<file path="src/rtl/conv_window_ctrl.sv">
// -----------------------------------------------------------------------------
// conv_window_ctrl
//
// Frame sequencer for a KxK sliding-window shift register. It accepts a
// raster-order pixel stream (valid/ready), forwards each accepted pixel into
// the shift register, tracks the row/column of the pixel being written, and
// flags the cycle after every write that completes a geometrically valid
// window. A window is never formed across a row edge. Downstream
// backpressure (m_ready) stalls the pixel stream while a window is pending.
//
// Flow: IDLE -> CLEAR -> STREAM -> DRAIN -> DONE -> IDLE
//
// Ports
//   clk          system clock, rising edge
//   reset_n      asynchronous active-low reset
//   start        one-cycle frame start pulse, only honoured in IDLE
//   s_valid      input pixel valid
//   s_data       input pixel (raster order)
//   s_ready      pixel accepted this cycle when s_valid is also high
//   sr_clear     synchronous clear to the shift register
//   sr_write_en  shift enable to the shift register
//   sr_pixel     pixel into the shift register
//   sr_ready     shift register ready (only used with the check option)
//   m_ready      downstream accepts the current window
//   win_valid    shift register currently holds a valid window
//   win_row      top-left row of the current window
//   win_col      top-left column of the current window
//   busy         high whenever the sequencer is not IDLE
//   frame_done   one-cycle pulse at the end of a frame
//   sr_err       (CONV_CTRL_SR_CHECK_EN only) sticky: the shift register
//                reported not-ready while a window was declared
//
// Build option
//   CONV_CTRL_SR_CHECK_EN  adds the sr_err output and its check logic.
// -----------------------------------------------------------------------------
module conv_window_ctrl #(
    parameter int BITS        = 9,
    parameter int KERNEL_SIZE = 3,
    parameter int IMG_LENGTH  = 16,
    parameter int IMG_HEIGHT  = 16
) (
    input  logic                          clk,
    input  logic                          reset_n,
    input  logic                          start,
    input  logic                          s_valid,
    input  logic [BITS-1:0]               s_data,
    output logic                          s_ready,
    output logic                          sr_clear,
    output logic                          sr_write_en,
    output logic [BITS-1:0]               sr_pixel,
    input  logic                          sr_ready,
    input  logic                          m_ready,
    output logic                          win_valid,
    output logic [$clog2(IMG_HEIGHT)-1:0] win_row,
    output logic [$clog2(IMG_LENGTH)-1:0] win_col,
    output logic                          busy,
    output logic                          frame_done
`ifdef CONV_CTRL_SR_CHECK_EN
    ,
    output logic                          sr_err
`endif
);

    localparam int RW = $clog2(IMG_HEIGHT);
    localparam int CW = $clog2(IMG_LENGTH);

    localparam logic [CW-1:0] COL_LAST = CW'(IMG_LENGTH - 1);
    localparam logic [RW-1:0] ROW_LAST = RW'(IMG_HEIGHT - 1);
    localparam logic [CW-1:0] COL_KM1  = CW'(KERNEL_SIZE - 1);
    localparam logic [RW-1:0] ROW_KM1  = RW'(KERNEL_SIZE - 1);

    typedef enum logic [2:0] {
        ST_IDLE   = 3'd0,
        ST_CLEAR  = 3'd1,
        ST_STREAM = 3'd2,
        ST_DRAIN  = 3'd3,
        ST_DONE   = 3'd4
    } state_t;

    state_t          state_r;
    state_t          state_nxt_s;
    logic [RW-1:0]   row_r;
    logic [CW-1:0]   col_r;
    logic            win_valid_r;
    logic [RW-1:0]   win_row_r;
    logic [CW-1:0]   win_col_r;
    logic            busy_r;
    logic            frame_done_r;

    logic            stall_s;
    logic            s_ready_s;
    logic            write_s;
    logic            last_pix_s;
    logic            qualify_s;
    logic            sr_clear_s;

    // A pending window that downstream has not taken blocks the stream, so
    // neither a pixel nor the presented window can be lost.
    assign stall_s    = win_valid_r && !m_ready;
    assign s_ready_s  = (state_r == ST_STREAM) && !stall_s;
    assign write_s    = s_valid && s_ready_s;
    assign last_pix_s = (row_r == ROW_LAST) && (col_r == COL_LAST);
    // The write that lands at (r,c) completes the window whose top-left is
    // (r-K+1, c-K+1); columns below K-1 would wrap across the row edge.
    assign qualify_s  = write_s && (row_r >= ROW_KM1) && (col_r >= COL_KM1);

    assign s_ready     = s_ready_s;
    assign sr_write_en = write_s;
    assign sr_pixel    = s_data;
    assign sr_clear    = sr_clear_s;
    assign win_valid   = win_valid_r;
    assign win_row     = win_row_r;
    assign win_col     = win_col_r;
    assign busy        = busy_r;
    assign frame_done  = frame_done_r;

    // Next-state decode and the one-cycle shift register clear.
    always_comb begin
        state_nxt_s = state_r;
        sr_clear_s  = 1'b0;
        case (state_r)
            ST_IDLE: begin
                if (start) begin
                    state_nxt_s = ST_CLEAR;
                end else begin
                    state_nxt_s = ST_IDLE;
                end
            end
            ST_CLEAR: begin
                sr_clear_s  = 1'b1;
                state_nxt_s = ST_STREAM;
            end
            ST_STREAM: begin
                if (write_s && last_pix_s) begin
                    state_nxt_s = ST_DRAIN;
                end else begin
                    state_nxt_s = ST_STREAM;
                end
            end
            ST_DRAIN: begin
                // Leave once the final window is gone or is being taken now.
                if (!win_valid_r || m_ready) begin
                    state_nxt_s = ST_DONE;
                end else begin
                    state_nxt_s = ST_DRAIN;
                end
            end
            ST_DONE: begin
                state_nxt_s = ST_IDLE;
            end
            default: begin
                state_nxt_s = ST_IDLE;
            end
        endcase
    end

    // State register.
    always_ff @(posedge clk or negedge reset_n) begin
        if (!reset_n) begin
            state_r <= ST_IDLE;
        end else begin
            state_r <= state_nxt_s;
        end
    end

    // Registered status outputs, aligned with the state they describe.
    always_ff @(posedge clk or negedge reset_n) begin
        if (!reset_n) begin
            busy_r       <= 1'b0;
            frame_done_r <= 1'b0;
        end else begin
            busy_r       <= (state_nxt_s != ST_IDLE);
            frame_done_r <= (state_nxt_s == ST_DONE);
        end
    end

    // Raster position of the next pixel to be written.
    always_ff @(posedge clk or negedge reset_n) begin
        if (!reset_n) begin
            row_r <= {RW{1'b0}};
            col_r <= {CW{1'b0}};
        end else if (state_r == ST_CLEAR) begin
            row_r <= {RW{1'b0}};
            col_r <= {CW{1'b0}};
        end else if (write_s) begin
            if (last_pix_s) begin
                row_r <= {RW{1'b0}};
                col_r <= {CW{1'b0}};
            end else if (col_r == COL_LAST) begin
                row_r <= row_r + RW'(1);
                col_r <= {CW{1'b0}};
            end else begin
                row_r <= row_r;
                col_r <= col_r + CW'(1);
            end
        end else begin
            row_r <= row_r;
            col_r <= col_r;
        end
    end

    // Window flag and coordinates. A new window wins over consumption, which
    // gives one window per cycle when downstream takes every window.
    always_ff @(posedge clk or negedge reset_n) begin
        if (!reset_n) begin
            win_valid_r <= 1'b0;
            win_row_r   <= {RW{1'b0}};
            win_col_r   <= {CW{1'b0}};
        end else if (qualify_s) begin
            win_valid_r <= 1'b1;
            win_row_r   <= row_r - ROW_KM1;
            win_col_r   <= col_r - COL_KM1;
        end else if (m_ready) begin
            win_valid_r <= 1'b0;
            win_row_r   <= win_row_r;
            win_col_r   <= win_col_r;
        end else begin
            win_valid_r <= win_valid_r;
            win_row_r   <= win_row_r;
            win_col_r   <= win_col_r;
        end
    end

`ifdef CONV_CTRL_SR_CHECK_EN
    logic sr_err_r;

    // Sticky error: a window was declared while the shift register was not ready.
    always_ff @(posedge clk or negedge reset_n) begin
        if (!reset_n) begin
            sr_err_r <= 1'b0;
        end else if (win_valid_r && !sr_ready) begin
            sr_err_r <= 1'b1;
        end else begin
            sr_err_r <= sr_err_r;
        end
    end

    assign sr_err = sr_err_r;
`else
    logic unused_sr_ready_s;
    assign unused_sr_ready_s = sr_ready;
`endif

endmodule
</file>
<file path="config.mk">
export PLATFORM = sky130hd
export DESIGN_NAME = conv_window_ctrl
export DESIGN_NICKNAME = d
export VERILOG_FILES = /design/src/rtl/conv_window_ctrl.sv
export SDC_FILE = /design/constraint.sdc
export NUM_CORES = 1
export LEC_CHECK = 0
export ABC_AREA = 1
export BUFFER_PORTS_ARGS = -buffer_cell sky130_fd_sc_hd__buf_2
export CORE_MARGIN = 3
export CORE_UTILIZATION = 25
export DETAILED_ROUTE_END_ITERATION = 12
export PLACE_DENSITY = 0.41
export SLEW_MARGIN = 10
export SYNTH_ARGS = -nofsm -noshare
export SYNTH_HDL_FRONTEND = slang
export SYNTH_SLANG_ARGS = --single-unit
</file>
<file path="constraint.sdc">
create_clock -name clk -period 1.9 [get_ports clk]
set_clock_uncertainty 0.1 [all_clocks]
set_input_delay 0 -clock clk [delete_from_list [all_inputs] [get_ports clk]]
set_output_delay 0 -clock clk [all_outputs]
set_load 0.03 [all_outputs]
</file>
Word level (Yosys, flattened, before mapping). Index checks and enable logic that the tools add are counted.

Logic and storage cells: 52. Bits in registers: 22. Output and inout bits: 23. Input port bits: 15.

Reduce and logical (&&, ||, !) cells: 17. Add/subtract/negate cells: 4. $lt $le $gt $ge: 2. Mux-type cells: 15. Equal/unequal tests: 6.

Operator list (count): 4-bit two-way mux (8); 3-bit one-hot mux with 4 select lines (1); 4-bit by 1-bit adder with 4-bit output, second input constant (2); 4-bit equality test, second input constant (2); 4-bit by 2-bit >= comparator with 1-bit output, second input constant (2); 4-bit by 2-bit subtractor with 4-bit output, second input constant (2); 1-bit logical AND (7); 3-bit by 2-bit equality test with 1-bit output, second input constant (2); 3-bit nonzero test (2); 1-bit two-way mux (5); 2-bit nonzero test (2); 3-bit by 1-bit equality test with 1-bit output, second input constant (1); 3-bit equality test, second input constant (1); 1-bit logical NOT (3); 3-bit logical NOT (1); 3-bit two-way mux (1); 2-bit AND reduction (1); 1-bit logical OR (1).

Longest topological paths before layout.
Depth in word-level cells: 9. Mapped depth: 8. Gate-level depth less buffers: 8.

Worst setup path before layout. No wires, ideal clock.

Kind: register to register. Start: reg win_valid_r (netlist: win_valid). End: reg row_r[2]. Path slack: 482 ps. Arrival: 1251 ps. Library setup time: 68 ps. Period minus slack after synthesis: 1418 ps. Buffers on the path: 0. Data required time: 1732 ps. Stages on the path, launching flop included: 6. Cell sequence: dfrtp_1 -> inv_1 -> nor2_1 -> nor3_4 -> nand4_1 -> nand2_1.

Longest elaborated chain between the ends: 6.

RTL lines: start, declared (RTL line 84) `logic win_valid_r;`; start signal, assigned (RTL line 218) `win_valid_r <= win_valid_r;`; 1-bit logical AND (RTL line 99) `assign stall_s = win_valid_r && !m_ready;`; 1-bit logical NOT (RTL line 100) `assign s_ready_s = (state_r == ST_STREAM) && !stall_s;`; 1-bit logical AND (RTL line 100); 1-bit logical AND (RTL line 101) `assign write_s = s_valid && s_ready_s;`; net sr_write_en (RTL line 49) `output logic sr_write_en,`; 2-bit nonzero test (no line); 2-bit AND reduction (no line); end signal, assigned (RTL line 180) `row_r <= {RW{1'b0}};`; end signal, assigned (RTL line 183) `row_r <= {RW{1'b0}};`; end signal, assigned (RTL line 187) `row_r <= {RW{1'b0}};`; end, declared (RTL line 82) `logic [RW-1:0] row_r;`.

The timed path passes the listed nets, and every way through them passes these cells. A chain may end at the register's enable or synchronous reset.

Worst setup path in the final report.
Start: reg state_r[2]. End: out sr_write_en.

Longest elaborated chain between the ends: 3.

RTL lines: start, declared (RTL line 80) `state_t state_r;`; start signal, assigned (RTL line 162) `state_r <= state_nxt_s;`; 3-bit by 2-bit equality test with 1-bit output (RTL line 100); 1-bit logical AND (RTL line 100); 1-bit logical AND (RTL line 101); end, declared (RTL line 49).

No other way between the ends.

==> flow_summary.ini <==
[status]
status = finished, final reports clean

[sta]
final-max-slew-violation-count = 0
period_share_pct = 84.8
setup_ws_ns = 0.288
max_freq_ghz = 0.620
finalSetupTns_ns = 0
setup_viol = 0
fin_crit_ns = 1.61
worst_pin_slew_ns = 0.503
hold_viol = 0
rsz0062_at_grt = false
slew_headroom_pct = 66.5

[route]
drt-met1-wl_um = 1260
wl_met2_um = 1280
drc = 0
dr_wl_met3_um = 132
ant_nets = 0
wl_per_cell_um = 11.1
drt_iter0_drc = 26
wl_um = 2690
via_per_inst = 4.18
top_layer_used = met4
first_pass_iters = 4
vias = 1012

[logic_synthesis]
yosysSeqAreaShare_pct = 42.4
yosys_warnings = 0
ys_seq_elements = 22
synth.top_cell.area_share_pct = 42.4
syn_inst = 152
yosysTopAreaCell = dfrtp_1
synth_area_leaders = dfrtp_1 (42%), nand2_1 (10%), ha_1 (7.7%)
syn_area_um2 = 1300
synth_cell_type_count = 24
avgSynthCellArea_um2 = 8.54
syn-num-nets = 175

[run]
max_cap_viol_count = 0

[clocking]
cts_buffers = 3
clk_pin_slew_ns = 0.08
cts_setup_buffers = 0
htreeDepth = 1
clkLatencyLatePin_ns = 0.26
cts_tree = yes
clockBufferDepth = 2
cts.sinks = 22
clock-root-buffer = clkbuf_8

[global_routing]
antenna_found_initial = 0
grt_max_degree = 23
grt_remaining_overflow = 0
grt_usage_pct = 9.82
grt_pass1_vias = 1027
grt_pass1_wl_um = 4820

[die]
rows = 25
core_area_um2 = 4880
die_y_um = 78.1
die_area_um2 = 6100
start_util_pct = 26.6
die_x_um = 78.1
ioPinCount = 38

[cells_and_area]
layout.nets = 199
final_cell_mix = nand2_1 (36), dfrtp_1 (22), inv_1 (19), buf_2 (18), nor2_1 (13)
layout_commonest_cell = nand2_1
area_growth_pct = 21.3
antenna_cells = 0
drive_gt1_share_pct = 19.4

[worst_setup_path]
reg2regPathDepth = 7
worst_ep_required_time_ns = 1.80
start_kind = flip-flop
r2r-end = row_r[3]$_DFFE_PN0P_
worst_setup_path_end_kind = output pin
path_class = reg2out
cp_max_fo = 6
r2r_start = state_r[1]$_DFF_PN0_
arrival_ns = 1.51
r2r_slack_ns = 0.34

[placement]
hpwlAfterDp_um = 1960
gp_congestion = 0.758
placement.io_buffers = 18
dp_slack_ns = 0.345

[power_and_ir_drop]
power_switching_mw = 1.08
p_clk_share_pct = 18.8
p_per_area_nw_per_um2 = 1480
peakVddDrop_v = 0.000423
p_seq_share_pct = 33.4
p_comb_share_pct = 47.8
leakage_nw = 0.844
switching_share_pct = 46.2
p_int_mw = 1.25

[min_path]
hold_class = in2reg
worstHoldStart = m_ready
worstHoldPathCells = 4
hold-path-endpoint = win_valid$_DFFE_PN0P_
synth_stat cells (all sizes together):
| library cell | number |
|---|---|
| o21ai | 11 |
| a21oi | 2 |
| nor3 | 2 |
| buf | 10 |
| xor2 | 6 |
| ha | 8 |
| nand2 | 39 |
| o22ai | 1 |
| nor2 | 15 |
| nand3 | 12 |
| nand4 | 3 |
| inv | 21 |
| dfrtp | 22 |
power by group through the flow:
stage	clock network, mW	logic, mW	registers, mW
after CTS	0.459	1.13	0.783
after global placement	0	1.08	0.785
after global routing	0.476	1.26	0.809
final	0.439	1.11	0.778
after detailed placement	0	1.09	0.793
after floorplan	0	0.670	0.964
state kept, by name, indices dropped and copies added (netlist names):
name / cells
col_r: 4
state_r: 3
win_col: 4
win_row: 4
win_valid: 1
frame_done: 1
row_r: 4
busy: 1
what timing repair did:
item | CTS | global route
gates resized for setup | 0 | 0
hold buffers | 11 | 0
hold endpoints to repair | 33 | 0
how the worst max path moves through the flow:
stage,from,endpoint,slack [ns],depth (start not counted)
final,state_r[2]$_DFF_PN0_,sr_write_en,0.29,4
after global routing,state_r[2]$_DFF_PN0_,sr_write_en,0.16,4
after CTS,state_r[2]$_DFF_PN0_,sr_write_en,0.25,4
after detailed placement,state_r[1]$_DFF_PN0_,row_r[3]$_DFFE_PN0P_,0.34,7
after global placement,state_r[1]$_DFF_PN0_,row_r[3]$_DFFE_PN0P_,0.38,7
after floorplan,win_valid$_DFFE_PN0P_,row_r[2]$_DFFE_PN0P_,0.48,5
worst max-delay path, stage by stage, from the launching register on:
cell and delay [ns]:
dfrtp_1 0.43, inv_1 0.15, nand3_2 0.13, nor3_4 0.28, buf_2 0.26
metrics by stage:
step                total power [mW]  utilization, %  area, µm²  hold WS (ns)  cells
floorplan                       1.63               -       1300        -0.396    152
global placement                1.87            28.6       1390       -0.0998    227
detailed placement              1.88            28.6       1390       -0.0998    227
CTS                             2.38            32.3       1580        0.0416    242
global route                    2.55            32.3       1580        0.0800    242
finish                          2.33            32.3       1580        0.0422    242
metal layers:
metal	track usage (%)	vias to the layer above
met4	2.62	0
met3	2.75	2
met1	13.0	468
met5	0	-
met2	15.8	22
li1	-	520
kinds of logic (layout without fill, tap and decap cells):
| family | after synthesis | count (layout) | share of synthesized area [%] |
|---|---|---|---|
| and+or+nand+nor | 71 | 71 | 27.9 |
| buffers and inverters | 31 | 54 | 12.1 |
| DFF | 22 | 22 | 42.4 |
| AOI/OAI and AO/OA | 14 | 14 | 5.78 |
| adders and majority gates | 8 | 8 | 7.71 |
| xor gates and xnor gates | 6 | 6 | 4.05 |
layout make-up:
cell class | instances | area (µm²)
Clock buffer | 3 | 41.3
Clock inverter | 1 | 30.0
Fill cell | 540 | 3300
Inverter | 21 | 78.8
Multi-Input combinational cell | 99 | 591
Sequential cell | 22 | 551
Tap cell | 67 | 83.8
Timing Repair Buffer | 29 | 200
Power figures use the tool's default switching activity.
